**src/rtl/lieat_bitcnt_pkg.sv**
```systemverilog
// rtl/lieat_bitcnt_pkg.sv - shared op encodings and sizing helper for the bit-scan unit
// Contents:
//   bitcnt_op_t  2-bit operation code
//   BITCNT_*     operation encodings (CLZ, CTZ, CPOP, reserved)
//   cnt_width    width of a count able to hold 0..width inclusive
package lieat_bitcnt_pkg;

    typedef logic [1:0] bitcnt_op_t;

    localparam bitcnt_op_t BITCNT_CLZ  = 2'd0;
    localparam bitcnt_op_t BITCNT_CTZ  = 2'd1;
    localparam bitcnt_op_t BITCNT_CPOP = 2'd2;
    localparam bitcnt_op_t BITCNT_RSV  = 2'd3;

    function automatic int cnt_width(input int width);
        return $clog2(width) + 1;
    endfunction

endpackage

```
**src/rtl/lieat_bitcnt_pipe_lzc_chunk.sv**
```systemverilog
// rtl/lieat_bitcnt_pipe_lzc_chunk.sv - combinational per-slice zero flag, leading-zero count and popcount
// Module lieat_lzc_chunk
// Ports:
//   data_i  in   CHUNK-bit slice
//   zero_o  out  slice is all-zero
//   lzc_o   out  leading zeros from the slice MSB (CHUNK when all-zero)
//   pop_o   out  number of set bits in the slice
module lieat_lzc_chunk
    import lieat_bitcnt_pkg::*;
#(
    parameter int CHUNK = 8
) (
    input  logic [CHUNK-1:0]         data_i,
    output logic                     zero_o,
    output logic [$clog2(CHUNK):0]   lzc_o,
    output logic [$clog2(CHUNK):0]   pop_o
);

    localparam int LW = cnt_width(CHUNK);

    always_comb begin
        lzc_o = LW'(CHUNK);
        pop_o = '0;
        // Ascending scan: the highest set bit is the last one to write lzc_o.
        for (int i = 0; i < CHUNK; i++) begin
            if (data_i[i]) begin
                lzc_o = LW'(CHUNK - 1 - i);
            end
            pop_o = pop_o + LW'(data_i[i]);
        end
    end

    assign zero_o = ~|data_i;

endmodule

```
**src/rtl/lieat_bitcnt_pipe.sv**
```systemverilog
// rtl/lieat_bitcnt_pipe.sv - two-stage pipelined CLZ/CTZ/CPOP unit with valid/ready, tag and flush
// Ports:
//   clk, rst_n                 clock, asynchronous active-low reset
//   flush_i                    kill all in-flight operations
//   in_valid_i/in_ready_o      input handshake
//   in_data_i, in_op_i         operand and operation (0 CLZ, 1 CTZ, 2 CPOP, 3 reserved)
//   in_word_i                  operate on the low 32 bits (WIDTH=64 only)
//   in_tag_i                   opaque tag carried to the output
//   out_valid_o/out_ready_i    output handshake
//   out_cnt_o, out_zero_o      result count and effective-operand-zero flag
//   out_tag_o                  tag of the result
module lieat_bitcnt_pipe
    import lieat_bitcnt_pkg::*;
#(
    parameter int WIDTH = 32,
    parameter int CHUNK = 8,
    parameter int TAG_W = 6
) (
    input  logic                    clk,
    input  logic                    rst_n,
    input  logic                    flush_i,
    input  logic                    in_valid_i,
    output logic                    in_ready_o,
    input  logic [WIDTH-1:0]        in_data_i,
    input  logic [1:0]              in_op_i,
    input  logic                    in_word_i,
    input  logic [TAG_W-1:0]        in_tag_i,
    output logic                    out_valid_o,
    input  logic                    out_ready_i,
    output logic [$clog2(WIDTH):0]  out_cnt_o,
    output logic                    out_zero_o,
    output logic [TAG_W-1:0]        out_tag_o
);

    localparam int CW  = cnt_width(WIDTH);
    localparam int LW  = cnt_width(CHUNK);
    localparam int NCH = WIDTH / CHUNK;

    // Operand conditioning: CTZ is a CLZ of the bit-reversed operand, and the
    // effective operand is MSB-aligned so the slice scan always starts at the top.
    logic             is_ctz;
    logic             word_mode;
    logic [WIDTH-1:0] data_rev;
    logic [WIDTH-1:0] scan_data;

    assign is_ctz = (in_op_i == BITCNT_CTZ);

    always_comb begin
        for (int i = 0; i < WIDTH; i++) begin
            data_rev[i] = in_data_i[WIDTH-1-i];
        end
    end

    generate
        if (WIDTH == 64) begin : g_w64
            logic [31:0] lo_rev;
            always_comb begin
                for (int i = 0; i < 32; i++) begin
                    lo_rev[i] = in_data_i[31-i];
                end
            end
            assign word_mode = in_word_i;
            // W-mode places the low word in the top half; the zero padding below
            // adds nothing to popcounts and is never reached by a non-zero scan.
            assign scan_data = in_word_i ? {(is_ctz ? lo_rev : in_data_i[31:0]), 32'b0}
                                         : (is_ctz ? data_rev : in_data_i);
        end else begin : g_w32
            // W-mode is the full operand at 32 bits.
            assign word_mode = in_word_i & 1'b0;
            assign scan_data = is_ctz ? data_rev : in_data_i;
        end
    endgenerate

    logic [NCH-1:0] c_zero;
    logic [LW-1:0]  c_lzc [NCH];
    logic [LW-1:0]  c_pop [NCH];

    for (genvar g = 0; g < NCH; g++) begin : g_chunk
        lieat_lzc_chunk #(.CHUNK(CHUNK)) u_chunk (
            .data_i (scan_data[g*CHUNK +: CHUNK]),
            .zero_o (c_zero[g]),
            .lzc_o  (c_lzc[g]),
            .pop_o  (c_pop[g])
        );
    end

    // Handshake
    logic s1_valid_q, s1_valid_d;
    logic s2_valid_q, s2_valid_d;
    logic s1_adv, s2_adv, in_fire;

    assign s2_adv     = ~s2_valid_q | out_ready_i;
    assign s1_adv     = ~s1_valid_q | s2_adv;
    assign in_ready_o = s1_adv;
    assign in_fire    = in_valid_i & s1_adv & ~flush_i;

    // Stage 1 state
    logic [NCH-1:0]   s1_zero_q, s1_zero_d;
    logic [LW-1:0]    s1_lzc_q [NCH];
    logic [LW-1:0]    s1_lzc_d [NCH];
    logic [LW-1:0]    s1_pop_q [NCH];
    logic [LW-1:0]    s1_pop_d [NCH];
    bitcnt_op_t       s1_op_q, s1_op_d;
    logic             s1_word_q, s1_word_d;
    logic [TAG_W-1:0] s1_tag_q, s1_tag_d;

    always_comb begin
        s1_valid_d = s1_valid_q;
        s1_zero_d  = s1_zero_q;
        s1_lzc_d   = s1_lzc_q;
        s1_pop_d   = s1_pop_q;
        s1_op_d    = s1_op_q;
        s1_word_d  = s1_word_q;
        s1_tag_d   = s1_tag_q;
        if (s1_adv) begin
            s1_valid_d = in_fire;
        end
        if (in_fire) begin
            s1_zero_d = c_zero;
            s1_lzc_d  = c_lzc;
            s1_pop_d  = c_pop;
            s1_op_d   = in_op_i;
            s1_word_d = word_mode;
            s1_tag_d  = in_tag_i;
        end
        if (flush_i) begin
            s1_valid_d = 1'b0;
        end
    end

    // Stage 2 reduction across slices
    logic [CW-1:0] lz_cnt;
    logic [CW-1:0] pop_sum;

    always_comb begin
        lz_cnt  = s1_word_q ? CW'(32) : CW'(WIDTH);
        pop_sum = '0;
        // Ascending scan: the highest non-zero slice is the last one to write lz_cnt.
        for (int i = 0; i < NCH; i++) begin
            pop_sum = pop_sum + CW'(s1_pop_q[i]);
            if (!s1_zero_q[i]) begin
                lz_cnt = CW'((NCH - 1 - i) * CHUNK) + CW'(s1_lzc_q[i]);
            end
        end
    end

    logic [CW-1:0]    s2_cnt_q, s2_cnt_d;
    logic             s2_zero_q, s2_zero_d;
    logic [TAG_W-1:0] s2_tag_q, s2_tag_d;

    always_comb begin
        s2_valid_d = s2_valid_q;
        s2_cnt_d   = s2_cnt_q;
        s2_zero_d  = s2_zero_q;
        s2_tag_d   = s2_tag_q;
        if (s2_adv) begin
            s2_valid_d = s1_valid_q;
            if (s1_valid_q) begin
                s2_zero_d = &s1_zero_q;
                s2_tag_d  = s1_tag_q;
                case (s1_op_q)
                    BITCNT_CLZ, BITCNT_CTZ: s2_cnt_d = lz_cnt;
                    BITCNT_CPOP:            s2_cnt_d = pop_sum;
                    default:                s2_cnt_d = '0;
                endcase
            end
        end
        if (flush_i) begin
            s2_valid_d = 1'b0;
        end
    end

    always_ff @(posedge clk or negedge rst_n) begin
        if (!rst_n) begin
            s1_valid_q <= 1'b0;
            s1_zero_q  <= '0;
            s1_op_q    <= BITCNT_CLZ;
            s1_word_q  <= 1'b0;
            s1_tag_q   <= '0;
            for (int i = 0; i < NCH; i++) begin
                s1_lzc_q[i] <= '0;
                s1_pop_q[i] <= '0;
            end
            s2_valid_q <= 1'b0;
            s2_cnt_q   <= '0;
            s2_zero_q  <= 1'b0;
            s2_tag_q   <= '0;
        end else begin
            s1_valid_q <= s1_valid_d;
            s1_zero_q  <= s1_zero_d;
            s1_lzc_q   <= s1_lzc_d;
            s1_pop_q   <= s1_pop_d;
            s1_op_q    <= s1_op_d;
            s1_word_q  <= s1_word_d;
            s1_tag_q   <= s1_tag_d;
            s2_valid_q <= s2_valid_d;
            s2_cnt_q   <= s2_cnt_d;
            s2_zero_q  <= s2_zero_d;
            s2_tag_q   <= s2_tag_d;
        end
    end

    assign out_valid_o = s2_valid_q;
    assign out_cnt_o   = s2_cnt_q;
    assign out_zero_o  = s2_zero_q;
    assign out_tag_o   = s2_tag_q;

endmodule

```
**config.mk**
```make
export PLATFORM = sky130hd
export DESIGN_NAME = lieat_bitcnt_pipe
export DESIGN_NICKNAME = d
export VERILOG_FILES = /design/src/rtl/lieat_bitcnt_pkg.sv /design/src/rtl/lieat_bitcnt_pipe_lzc_chunk.sv /design/src/rtl/lieat_bitcnt_pipe.sv
export SDC_FILE = /design/constraint.sdc
export NUM_CORES = 1
export LEC_CHECK = 0
export CAP_MARGIN = 20
export CORE_ASPECT_RATIO = 1.1
export CORE_MARGIN = 1.5
export CORE_UTILIZATION = 55
export DETAILED_ROUTE_END_ITERATION = 10
export GPL_TIMING_DRIVEN = 1
export HOLD_SLACK_MARGIN = 0.05
export PLACE_DENSITY = 0.8
export SKIP_CTS_REPAIR_TIMING = 1
export SLEW_MARGIN = 20
export SYNTH_ARGS = -nofsm -noshare
export SYNTH_HDL_FRONTEND = slang
export SYNTH_SLANG_ARGS = --single-unit
```
**constraint.sdc**
```tcl
create_clock -name clk -period 6.6 [get_ports clk]
set_clock_uncertainty 0.2 [all_clocks]
set_input_delay 0.99 -clock clk [delete_from_list [all_inputs] [get_ports clk]]
set_output_delay 0.99 -clock clk [all_outputs]
set_load 0.02 [all_outputs]
```
==> run_summary.xml <==
<?xml version="1.0" encoding="UTF-8"?>
<metrics>
  <group name="cells_and_area">
    <metric name="ratio_of_cells_with_drive_above_1_in_the_final_layout" unit="">0.09696</metric>
    <metric name="areaGrowthSynthToFinish" unit="%">18.64</metric>
    <metric name="layout.cells.most_common" unit="">sky130_fd_sc_hd__nand2_1</metric>
    <metric name="register_cell_area_after_layout" unit="sq um">1476</metric>
    <metric name="mostFrequentLayoutCells" unit="">71 x sky130_fd_sc_hd__nand2_1, 59 x sky130_fd_sc_hd__dfrtp_1, 58 x sky130_fd_sc_hd__clkdlybuf4s50_1</metric>
    <metric name="fill_cells" unit="">608</metric>
    <metric name="final_standard_cell_utilization_of_the_core" unit="">0.6852</metric>
    <metric name="finalNetCount" unit="">616</metric>
    <metric name="antennaDiodeCount" unit="">0</metric>
    <metric name="multi_input_area" unit="sq um">2580</metric>
  </group>
  <group name="routing">
    <metric name="route.detailed.drc" unit="">0</metric>
    <metric name="routedWlPerCell" unit="microns">15.97</metric>
    <metric name="routed-via-count" unit="">3473</metric>
    <metric name="drt_first_iter_violations" unit="">246</metric>
    <metric name="wirelength" unit="mm">10.08</metric>
    <metric name="drtPass1Iterations" unit="">4</metric>
    <metric name="detail-route-antenna-nets" unit="">0</metric>
    <metric name="via_per_inst" unit="">5.504</metric>
  </group>
  <group name="worst_setup_path">
    <metric name="critPathArrivalTime" unit="ns">5.06</metric>
    <metric name="critPathLaunchType" unit="">input port</metric>
    <metric name="worst_r2r_startpoint" unit="">s1_pop_q[1]</metric>
    <metric name="worstSetupEndpointType" unit="">register</metric>
    <metric name="setup.reg_to_reg.worst_slack" unit="ns">3.49</metric>
    <metric name="critPathKind" unit="">in -&gt; reg</metric>
    <metric name="crit_start" unit="">in_op_i[1]</metric>
    <metric name="required" unit="ns">6.60</metric>
    <metric name="critical_path_peak_fanout" unit="">24</metric>
    <metric name="worstRegToRegCells" unit="">8</metric>
    <metric name="r2r_end" unit="">out_cnt_o[5]</metric>
    <metric name="endpoint" unit="">s1_pop_q[14]</metric>
  </group>
  <group name="synthesis">
    <metric name="yosysWarningCount" unit="">0</metric>
    <metric name="synth_cell_type_count" unit="">40</metric>
    <metric name="post_synth_inst_count" unit="">467</metric>
    <metric name="flip_flop_and_latch_count_after_synthesis" unit="">59</metric>
    <metric name="seq_area_frac_synth" unit="">0.3383</metric>
    <metric name="synth-edff-count" unit="">0</metric>
    <metric name="mappedNetlistArea" unit="sq um">4364</metric>
    <metric name="synthesis.area_per_instance" unit="sq um">9.345</metric>
    <metric name="postSynth.asyncResetShare" unit="">1.000</metric>
    <metric name="synth-main-ff-cell" unit="">sky130_fd_sc_hd__dfrtp_1</metric>
    <metric name="synth_fp_nets" unit="">562</metric>
  </group>
  <group name="clock_tree">
    <metric name="htree_num_levels" unit="">3</metric>
    <metric name="cts-buffers-inserted" unit="">9</metric>
    <metric name="cts.path.max_buffers" unit="">2</metric>
    <metric name="clock_latency" unit="ns">0.35</metric>
    <metric name="clk_pin_slew_worst_paths" unit="ns">0.07</metric>
    <metric name="cts_tree" unit="">built</metric>
    <metric name="clk_sink_count" unit="">59</metric>
    <metric name="root_driver" unit="">sky130_fd_sc_hd__clkbuf_8</metric>
  </group>
  <group name="floorplan">
    <metric name="placementRows" unit="">33</metric>
    <metric name="die_y" unit="microns">96.43</metric>
    <metric name="floorplan.die_area" unit="sq um">8479</metric>
    <metric name="ios" unit="">61</metric>
    <metric name="effective_utilization_at_floorplan" unit="">0.5776</metric>
    <metric name="die_w" unit="microns">87.93</metric>
    <metric name="core" unit="sq um">7556</metric>
  </group>
  <group name="sta">
    <metric name="worstMarginPinSlew" unit="ns">0.7530</metric>
    <metric name="final_max_slew_viol_count" unit="">0</metric>
    <metric name="setup_violations" unit="">0</metric>
    <metric name="period_minus_slack" unit="ns">5.061</metric>
    <metric name="fmax" unit="MHz">197.6</metric>
    <metric name="setup_total_negative_slack" unit="ns">0</metric>
    <metric name="rsz0062_at_grt" unit="">false</metric>
    <metric name="report.final.hold_viol_count" unit="">0</metric>
    <metric name="final.period_utilization" unit="">0.7668</metric>
    <metric name="maxSlewHeadroom" unit="">0.4980</metric>
  </group>
  <group name="pwr">
    <metric name="p_switching" unit="uW">561.3</metric>
    <metric name="power_switching_share" unit="">0.3759</metric>
    <metric name="p_int" unit="uW">931.8</metric>
    <metric name="vdd_ir_drop_max" unit="mV">0.1871</metric>
    <metric name="static-leakage-power" unit="nW">2.378</metric>
    <metric name="power_frac_comb" unit="">0.453</metric>
    <metric name="finalPower" unit="mW">1.493</metric>
    <metric name="clkPwrFrac" unit="">0.222</metric>
    <metric name="seqPwrFrac" unit="">0.324</metric>
    <metric name="pwr_density_cell" unit="nW/um^2">288.4</metric>
  </group>
  <group name="placement">
    <metric name="portBuffers" unit="">59</metric>
    <metric name="dp_hpwl" unit="mm">7.792</metric>
    <metric name="gp_congestion" unit="">0.9751</metric>
  </group>
  <group name="status">
    <metric name="status" unit="">finished clean</metric>
  </group>
  <group name="hold_path">
    <metric name="worst_hold_path_type" unit="">reg -&gt; reg</metric>
  </group>
  <group name="global_routing">
    <metric name="antenna_found_initial" unit="">0</metric>
    <metric name="via_count_of_the_first_global_routing_pass" unit="">3392</metric>
    <metric name="grt_util_all_layers" unit="">0.2561</metric>
    <metric name="globalRouteOverflowTotal" unit="">0</metric>
    <metric name="grt_first_pass_wirelength" unit="mm">16.06</metric>
    <metric name="gr-usage-met2" unit="">0.4472</metric>
    <metric name="globalRoute.busiestLayer" unit="">met2</metric>
    <metric name="grt_start_max_net_pins" unit="">80</metric>
    <metric name="globalRouteMet1Util" unit="">0.3165</metric>
    <metric name="groute.layer.met3.usage" unit="">0.04163</metric>
  </group>
  <group name="flow_run">
    <metric name="cap_violations" unit="">0</metric>
  </group>
</metrics>
==> flip-flops by register name, summed over array words and instances (netlist names) <==
register / cells
out_cnt_o: 6
out_tag_o: 6
out_valid_o: 1
out_zero_o: 1
s1_lzc_q: 16
s1_op_q: 2
s1_pop_q: 16
s1_tag_q: 6
s1_valid_q: 1
s1_zero_q: 4
==> per-stage QoR <==
step | cell area (sq um) | setup WS (ns) | hold slack [ns] | instances
final | 5177 | 1.539 | 0.2808 | 631
after detailed placement | 4984 | 1.201 | 0.2692 | 615
after floorplan | 4364 | 2.036 | 0.2407 | 467
after CTS | 5177 | 1.556 | 0.2839 | 631
after global routing | 5177 | 1.336 | 0.3068 | 631
after global placement | 4984 | 1.271 | 0.2582 | 615
==> final cells by class <==
class | count | share of cell area
multi-input combinational | 342 | 0.4983
tap | 105 | 0.02537
clock inverter | 5 | 0.01015
clock buffer | 11 | 0.02731
timing repair buffer | 65 | 0.1218
sequential | 59 | 0.2852
inverter | 44 | 0.03190
==> cell families after synthesis <==
group / Yosys count / share of synthesized area
AND/OR/NAND/NOR: 146 / 0.1540
flip-flops: 59 / 0.3383
XOR/XNOR: 6 / 0.01204
buffers and inverters: 66 / 0.07053
adder cells (fa/ha/maj): 49 / 0.1818
AO/OA/AOI/OAI: 105 / 0.1548
multiplexers: 36 / 0.08859
==> routing by layer <==
layer	vias up	wire length, microns
met2	113	5068
met3	13	535
met5	-	0
met4	0	174
met1	1671	4299
li1	1676	-
==> critical path, cell delays in order <==
cell	delay (ns)
sky130_fd_sc_hd__clkdlybuf4s50_1	0.55
sky130_fd_sc_hd__nand2b_1	0.41
sky130_fd_sc_hd__buf_4	0.36
sky130_fd_sc_hd__nand2_1	0.08
sky130_fd_sc_hd__nand2_1	0.12
sky130_fd_sc_hd__ha_1	0.27
sky130_fd_sc_hd__fa_1	0.54
sky130_fd_sc_hd__inv_1	0.06
sky130_fd_sc_hd__fa_1	0.54
sky130_fd_sc_hd__inv_1	0.06
sky130_fd_sc_hd__fa_1	0.46
sky130_fd_sc_hd__fa_1	0.39
sky130_fd_sc_hd__xor2_1	0.15
sky130_fd_sc_hd__o21ai_0	0.08
==> synthesized netlist by cell type, types with 2 or more instances <==
master / instances / area, sq um
sky130_fd_sc_hd__ha_1: 25 / 312.8
sky130_fd_sc_hd__o31ai_1: 17 / 127.6
sky130_fd_sc_hd__o21a_1: 5 / 37.54
sky130_fd_sc_hd__inv_1: 44 / 165.2
sky130_fd_sc_hd__o21ai_1: 2 / 10.01
sky130_fd_sc_hd__nor2_1: 32 / 120.1
sky130_fd_sc_hd__nor3_1: 8 / 40.04
sky130_fd_sc_hd__clkbuf_1: 8 / 30.03
sky130_fd_sc_hd__nor3_2: 3 / 30.03
sky130_fd_sc_hd__fa_1: 24 / 480.5
sky130_fd_sc_hd__o21ai_2: 2 / 17.52
sky130_fd_sc_hd__a211oi_1: 2 / 15.01
sky130_fd_sc_hd__nand2b_1: 12 / 75.07
sky130_fd_sc_hd__nand3b_1: 5 / 37.54
sky130_fd_sc_hd__buf_6: 4 / 45.04
sky130_fd_sc_hd__a21oi_1: 17 / 85.08
sky130_fd_sc_hd__a211oi_2: 2 / 25.02
sky130_fd_sc_hd__mux2_2: 21 / 236.5
sky130_fd_sc_hd__dfrtp_1: 59 / 1476
sky130_fd_sc_hd__o21bai_1: 10 / 75.07
sky130_fd_sc_hd__nand2_1: 71 / 266.5
sky130_fd_sc_hd__mux2i_1: 15 / 150.1
sky130_fd_sc_hd__a31oi_1: 3 / 18.77
sky130_fd_sc_hd__o21ai_0: 32 / 160.2
sky130_fd_sc_hd__a21o_1: 3 / 22.52
sky130_fd_sc_hd__o211ai_1: 4 / 30.03
sky130_fd_sc_hd__nor2b_1: 12 / 75.07
sky130_fd_sc_hd__xor2_1: 5 / 43.79
sky130_fd_sc_hd__buf_2: 8 / 40.04
sky130_fd_sc_hd__o311ai_0: 2 / 17.52
==> how the worst min path moves through the flow <==
stage,from,endpoint,slack [ns],cells after the start
detailed placement,s1_lzc_q[2],s1_lzc_q[2],0.27,2
finish,s1_lzc_q[1],s1_lzc_q[1],0.28,2
global placement,s1_lzc_q[2],s1_lzc_q[2],0.26,2
CTS,s1_pop_q[15],s1_pop_q[15],0.28,2
floorplan,s1_lzc_q[0],s1_lzc_q[0],0.24,2
global route,s1_lzc_q[4],s1_lzc_q[4],0.31,2
==> power by group through the flow <==
stage	logic (mW)	registers, mW	clock network (mW)
2_1_floorplan	0.422	0.505	0
3_3_place_gp	0.661	0.487	0
3_5_place_dp	0.688	0.492	0
4_1_cts	0.694	0.485	0.334
5_1_grt	0.759	0.493	0.347
6_report	0.677	0.484	0.332
Power figures use the tool's default switching activity.
